<file path="src/rtl/ripple_carry_adder_4_bit.sv">
// Registered 4-bit unsigned adder: four full-adder stages rippling LSB to MSB,
// with sum and carry-out captured in a single output register stage.

module full_adder (
   input  logic a,
   input  logic b,
   input  logic ci,
   output logic s,
   output logic co
);
   logic p;

   assign p  = a ^ b;
   assign s  = p ^ ci;
   assign co = (a & b) | (ci & p);
endmodule

module ripple_carry_adder_4_bit (
   input  logic       clk,
   input  logic       rst,
   input  logic [3:0] A,
   input  logic [3:0] B,
   output logic [3:0] Sum,
   output logic       C4
);
   localparam int DATA_W = 4;

   logic [DATA_W:0]   carry_p0;
   logic [DATA_W-1:0] sum_p0;
   logic [DATA_W-1:0] sum_p1;
   logic              c4_p1;

   assign carry_p0[0] = 1'b0;

   for (genvar i = 0; i < DATA_W; i++) begin : g_stage
      full_adder u_fa (
         .a  (A[i]),
         .b  (B[i]),
         .ci (carry_p0[i]),
         .s  (sum_p0[i]),
         .co (carry_p0[i+1])
      );
   end

   // p0 -> p1: output register; reset discards any in-flight result
   always_ff @(posedge clk) begin
      if (rst) begin
         sum_p1 <= '0;
         c4_p1  <= 1'b0;
      end else begin
         sum_p1 <= sum_p0;
         c4_p1  <= carry_p0[DATA_W];
      end
   end

   assign Sum = sum_p1;
   assign C4  = c4_p1;
endmodule

</file>
<file path="config.mk">
export PLATFORM = sky130hd
export DESIGN_NAME = ripple_carry_adder_4_bit
export DESIGN_NICKNAME = d
export VERILOG_FILES = /design/src/rtl/ripple_carry_adder_4_bit.sv
export SDC_FILE = /design/constraint.sdc
export NUM_CORES = 1
export LEC_CHECK = 0
export ABC_AREA = 1
export BUFFER_PORTS_ARGS = -buffer_cell sky130_fd_sc_hd__buf_2
export CELL_PAD_IN_SITES_DETAIL_PLACEMENT = 0
export CELL_PAD_IN_SITES_GLOBAL_PLACEMENT = 1
export CORE_AREA = 4 4 41 43
export DETAILED_ROUTE_END_ITERATION = 10
export DIE_AREA = 0 0 45 47
export GPL_TIMING_DRIVEN = 0
export PLACE_DENSITY_LB_ADDON = 0.1
export SLEW_MARGIN = 30
export SYNTH_ARGS = -nofsm -noshare
export SYNTH_HDL_FRONTEND = slang
export SYNTH_SLANG_ARGS = --single-unit
</file>
<file path="constraint.sdc">
create_clock -name clk -period 1.94 [get_ports clk]
set_clock_uncertainty 0.1 [all_clocks]
set_input_delay 0.097 -clock clk [delete_from_list [all_inputs] [get_ports clk]]
set_output_delay 0.097 -clock clk [all_outputs]
set_load 0.02 [all_outputs]
</file>
### Word level (Yosys, flattened, before mapping)

Index checks and enable logic that the tools add are counted.

| storage, ports and cells | value |
|---|---|
| register bits after elaboration | 5 |
| input port bits | 10 |
| output and inout port bits | 5 |
| word-level logic and storage cells | 19 |

| cells by class | value |
|---|---|
| bitwise operators | 17 |

Operator list:

| operator | count |
|---|---|
| bitwise AND 1 bit | 7 |
| XOR 1 bit | 7 |
| bitwise OR 1 bit | 3 |

### Longest topological paths before layout

| logic depth | value |
|---|---|
| word-level depth | 7 |
| mapped depth | 6 |
| depth with buffers taken out | 6 |

### Hierarchy

From an unflattened synthesis, not the netlist that was laid out.

| unflattened totals | value |
|---|---|
| cells, all modules | 20 |
| area, all modules | 221.5 um2 |

Modules (own cells, without submodules):

| module | instances | cells each | area each (um2) | sequential area each (um2) |
|---|---|---|---|---|
| ripple_carry_adder_4_bit | 1 | 16 | 141.4 | 100.1 |
| full_adder | 4 | 1 | 20.0 | 0.0 |

### Least setup slack after synthesis

OpenSTA, ideal clock, no wires.

| path | value |
|---|---|
| path type | input port to flip-flop |
| from | in A[0] |
| to | reg sum_p1[3], in the netlist Sum[3] |
| setup time | 0.064 ns |
| data arrival time | 1.544 ns |
| data required time | 1.776 ns |
| setup slack | 0.232 ns |
| stages | 6 |
| buffers on the path | 0 |
| cells stage by stage | ha_1 -> fa_1 -> fa_1 -> inv_1 -> fa_1 -> nor2_1 |

| on the way | value |
|---|---|
| longest elaborated chain between the ends | 6 |

RTL lines:

| element | line | RTL |
|---|---|---|
| start: declaration | 21 | `input logic [3:0] A,` |
| bitwise AND 1 bit (2 in series) | 15 | `assign co = (a & b) \| (ci & p);` |
| bitwise OR 1 bit | 15 |  |
| bitwise AND 1 bit | 15 |  |
| bitwise OR 1 bit | 15 |  |
| XOR 1 bit | 14 | `assign s = p ^ ci;` |
| end signal: assignment | 51 | `sum_p1 <= sum_p0;` |
| end: declaration | 30 | `logic [DATA_W-1:0] sum_p1;` |

Every way passes these cells.
A chain may end at the register's enable or synchronous reset.

### Final worst setup path

Ends and elaborated chain as after synthesis.

==> flow_summary_export.csv <==
group,metric,value,unit
sta,rsz0062_at_grt,"no",
drt,wl_per_cell,7.15,µm
clocking,cts_resized,0,
synthesis,synth_nets,34,
floorplan,die_area,0.00212,mm²
drt,drtAntennaViolNets,0,
synthesis,synth.distinct_cells,5,
drt,drt_wl_total,386,µm
sta,drv_slew,0,
worst_setup_path,cp-end-kind,"register",
job,cap_violations,0,
synthesis,synthTopCellsByArea,"dfxtp_1 47%, fa_1 28%, inv_1 11%, nor2_1 8.8%, ha_1 5.8%",
drt,dr.pass1.iters,1,
worst_setup_path,crit_buf_inv,2,
sta,timing.fmax,0.613,GHz
drt,routed_via_density,3.15,
worst_setup_path,cp_slowest_cell,"fa_1",
worst_setup_path,slowest_delay,0.40,ns
finish,area_growth,58.5,%
synthesis,syn_area_per_cell,10.7,µm²
synthesis,yosys_warnings,0,
grt,first_global_vias,150,
place,globalplace.congestion,0.567,
outcome,status,"complete, no violations",
worst_setup_path,path_class,"input pin to register",
clocking,cts_sinks,5,
drt,dr.first_iter.drc_count,0,
grt,grt_overflow,0,
floorplan,ios,15,
place,place_area,303,µm²
grt,grt_use_total,0.0469,
power_and_ir_drop,ir_worst_vdd,179,µV
clocking,cts.reportedPaths.clkPinSlew,0.04,ns
place,place_inst,49,
sta,tightest_slew,0.111,ns
power_and_ir_drop,power_density,848,mW/mm²
grt,grt_max_degree,6,
clocking,clk_path_buf_depth,2,
clocking,cts-root-buf,"clkbuf_4",
place,port_buffers,14,
worst_setup_path,cp-endpoint,"Sum[3]",
worst_setup_path,required,2.01,ns
floorplan,num_rows,13,
finish,stdcell_area,339,µm²
synthesis,synth_top_cell_by_area,"dfxtp_1",
finish,diodes,0,
floorplan,initial_utilization,0.164,
synthesis,syn_area,214,µm²
floorplan,die_width,45,µm
sta,setup-tns-final,0,ns
min_path,hold_path_class,"input pin to register",
synthesis,ys_ff_latch,5,
worst_setup_path,critical_path.top_delay_family,"adder cells",
power_and_ir_drop,p_leak,0.192,nW
worst_setup_path,cp-startpoint,"A[0]",
synthesis,synthCells,20,
sta,period_share,0.840,
grt,grt_pass1_wl,579,µm
synthesis,synth_top_area_frac,0.468,
finish,drive_gt1_frac,0.436,
worst_setup_path,cp.depth,7,
drt,drcViolationCount,0,
worst_setup_path,critPathMostFrequentCell,"fa_1",
sta,timing.final.crit_period,1.63,ns
worst_setup_path,critPathArrivalTime,1.70,ns
drt,vias,170,
power_and_ir_drop,total_power,0.287,mW
grt,antenna_found_initial,0,
clocking,cts_buffers,3,
floorplan,coreArea,0.00130,mm²
finish,fin_nets,54,
sta,hold_violations,0,
sta,finalSetupViolations,0,
sta,relSlewSlack,0.927,
worst_setup_path,worstSetupStartpointType,"input pin",
worst_setup_path,critPathMaxFanout,1,
clocking,tritoncts,"done",
finish,fin_cells,54,
synthesis,seq_area_frac_synth,0.468,
worst_setup_path,crit_chain,"buf_2 > ha_1 > fa_1 > fa_1 > inv_1 > fa_1 > nor2_1",
clocking,htreeDepth,1,
floorplan,dieHeight,47,µm
[worst min-delay path by stage]
stage / startpoint / end / slack [ns] / cells past startpoint
floorplan: rst / C4 / 0.06 / 1
global placement: rst / C4 / 0.22 / 2
detailed placement: rst / C4 / 0.22 / 2
CTS: B[0] / Sum[0] / 0.10 / 4
global route: B[0] / Sum[0] / 0.11 / 4
finish: B[0] / Sum[0] / 0.10 / 4
[layout by cell type (no fill, tap or decap), drive strengths merged]
cell type / count
buf: 14
inv: 6
dfxtp: 5
nor2: 5
clkbuf: 4
fa: 3
ha: 1
dlygate4sd3: 1
[synthesized netlist by cell type]
library cell / n
fa_1: 3
dfxtp_1: 5
inv_1: 6
ha_1: 1
nor2_1: 5
[timing repair]
action,in CTS,in global routing
hold buffers,1,0
buffers inserted,0,0
hold endpoints to repair,5,0
[state kept, by name, indices dropped and copies added (netlist names)]
| signal | flops |
|---|---|
| Sum | 4 |
| C4 | 1 |
[logic make-up after synthesis]
family	share of synthesized area
flip-flops	0.468
adder cells (fa/ha/maj)	0.339
buffers and inverters	0.105
AND/OR/NAND/NOR	0.0877
[stage by stage]
stage | utilization | hold WS (ns) | setup slack, ns
after floorplan | - | 0.0637 | 0.232
after global placement | 0.233 | 0.218 | 0.0659
after detailed placement | 0.233 | 0.217 | 0.0614
after CTS | 0.261 | 0.104 | 0.312
after global routing | 0.261 | 0.111 | 0.225
final | 0.261 | 0.102 | 0.309
[final cells by class]
cell class	instances	area, µm²
repair buffers	15	80.1
fillers	154	962
multi-input cells	9	91.3
clock buffers	4	26.3
well taps	15	18.8
inverters	6	22.5
flip-flops and latches	5	100
[metal layers]
metal / GRT usage / wire length, µm / up-vias
li1: - / - / 93
met3: 0.0268 / 82 / 0
met4: 0.0877 / 0 / 0
met1: 0.0462 / 142 / 66
met2: 0.0480 / 161 / 11
met5: 0 / 0 / -
[power by group]
part	internal (mW)	total [mW]	switching (mW)
logic	0.0248	0.0580	0.0332
registers	0.114	0.116	0.00189
clock network	0.0773	0.114	0.0364
total	0.216	0.287	0.0714
Note: power is estimated with default switching activity, not from simulation.
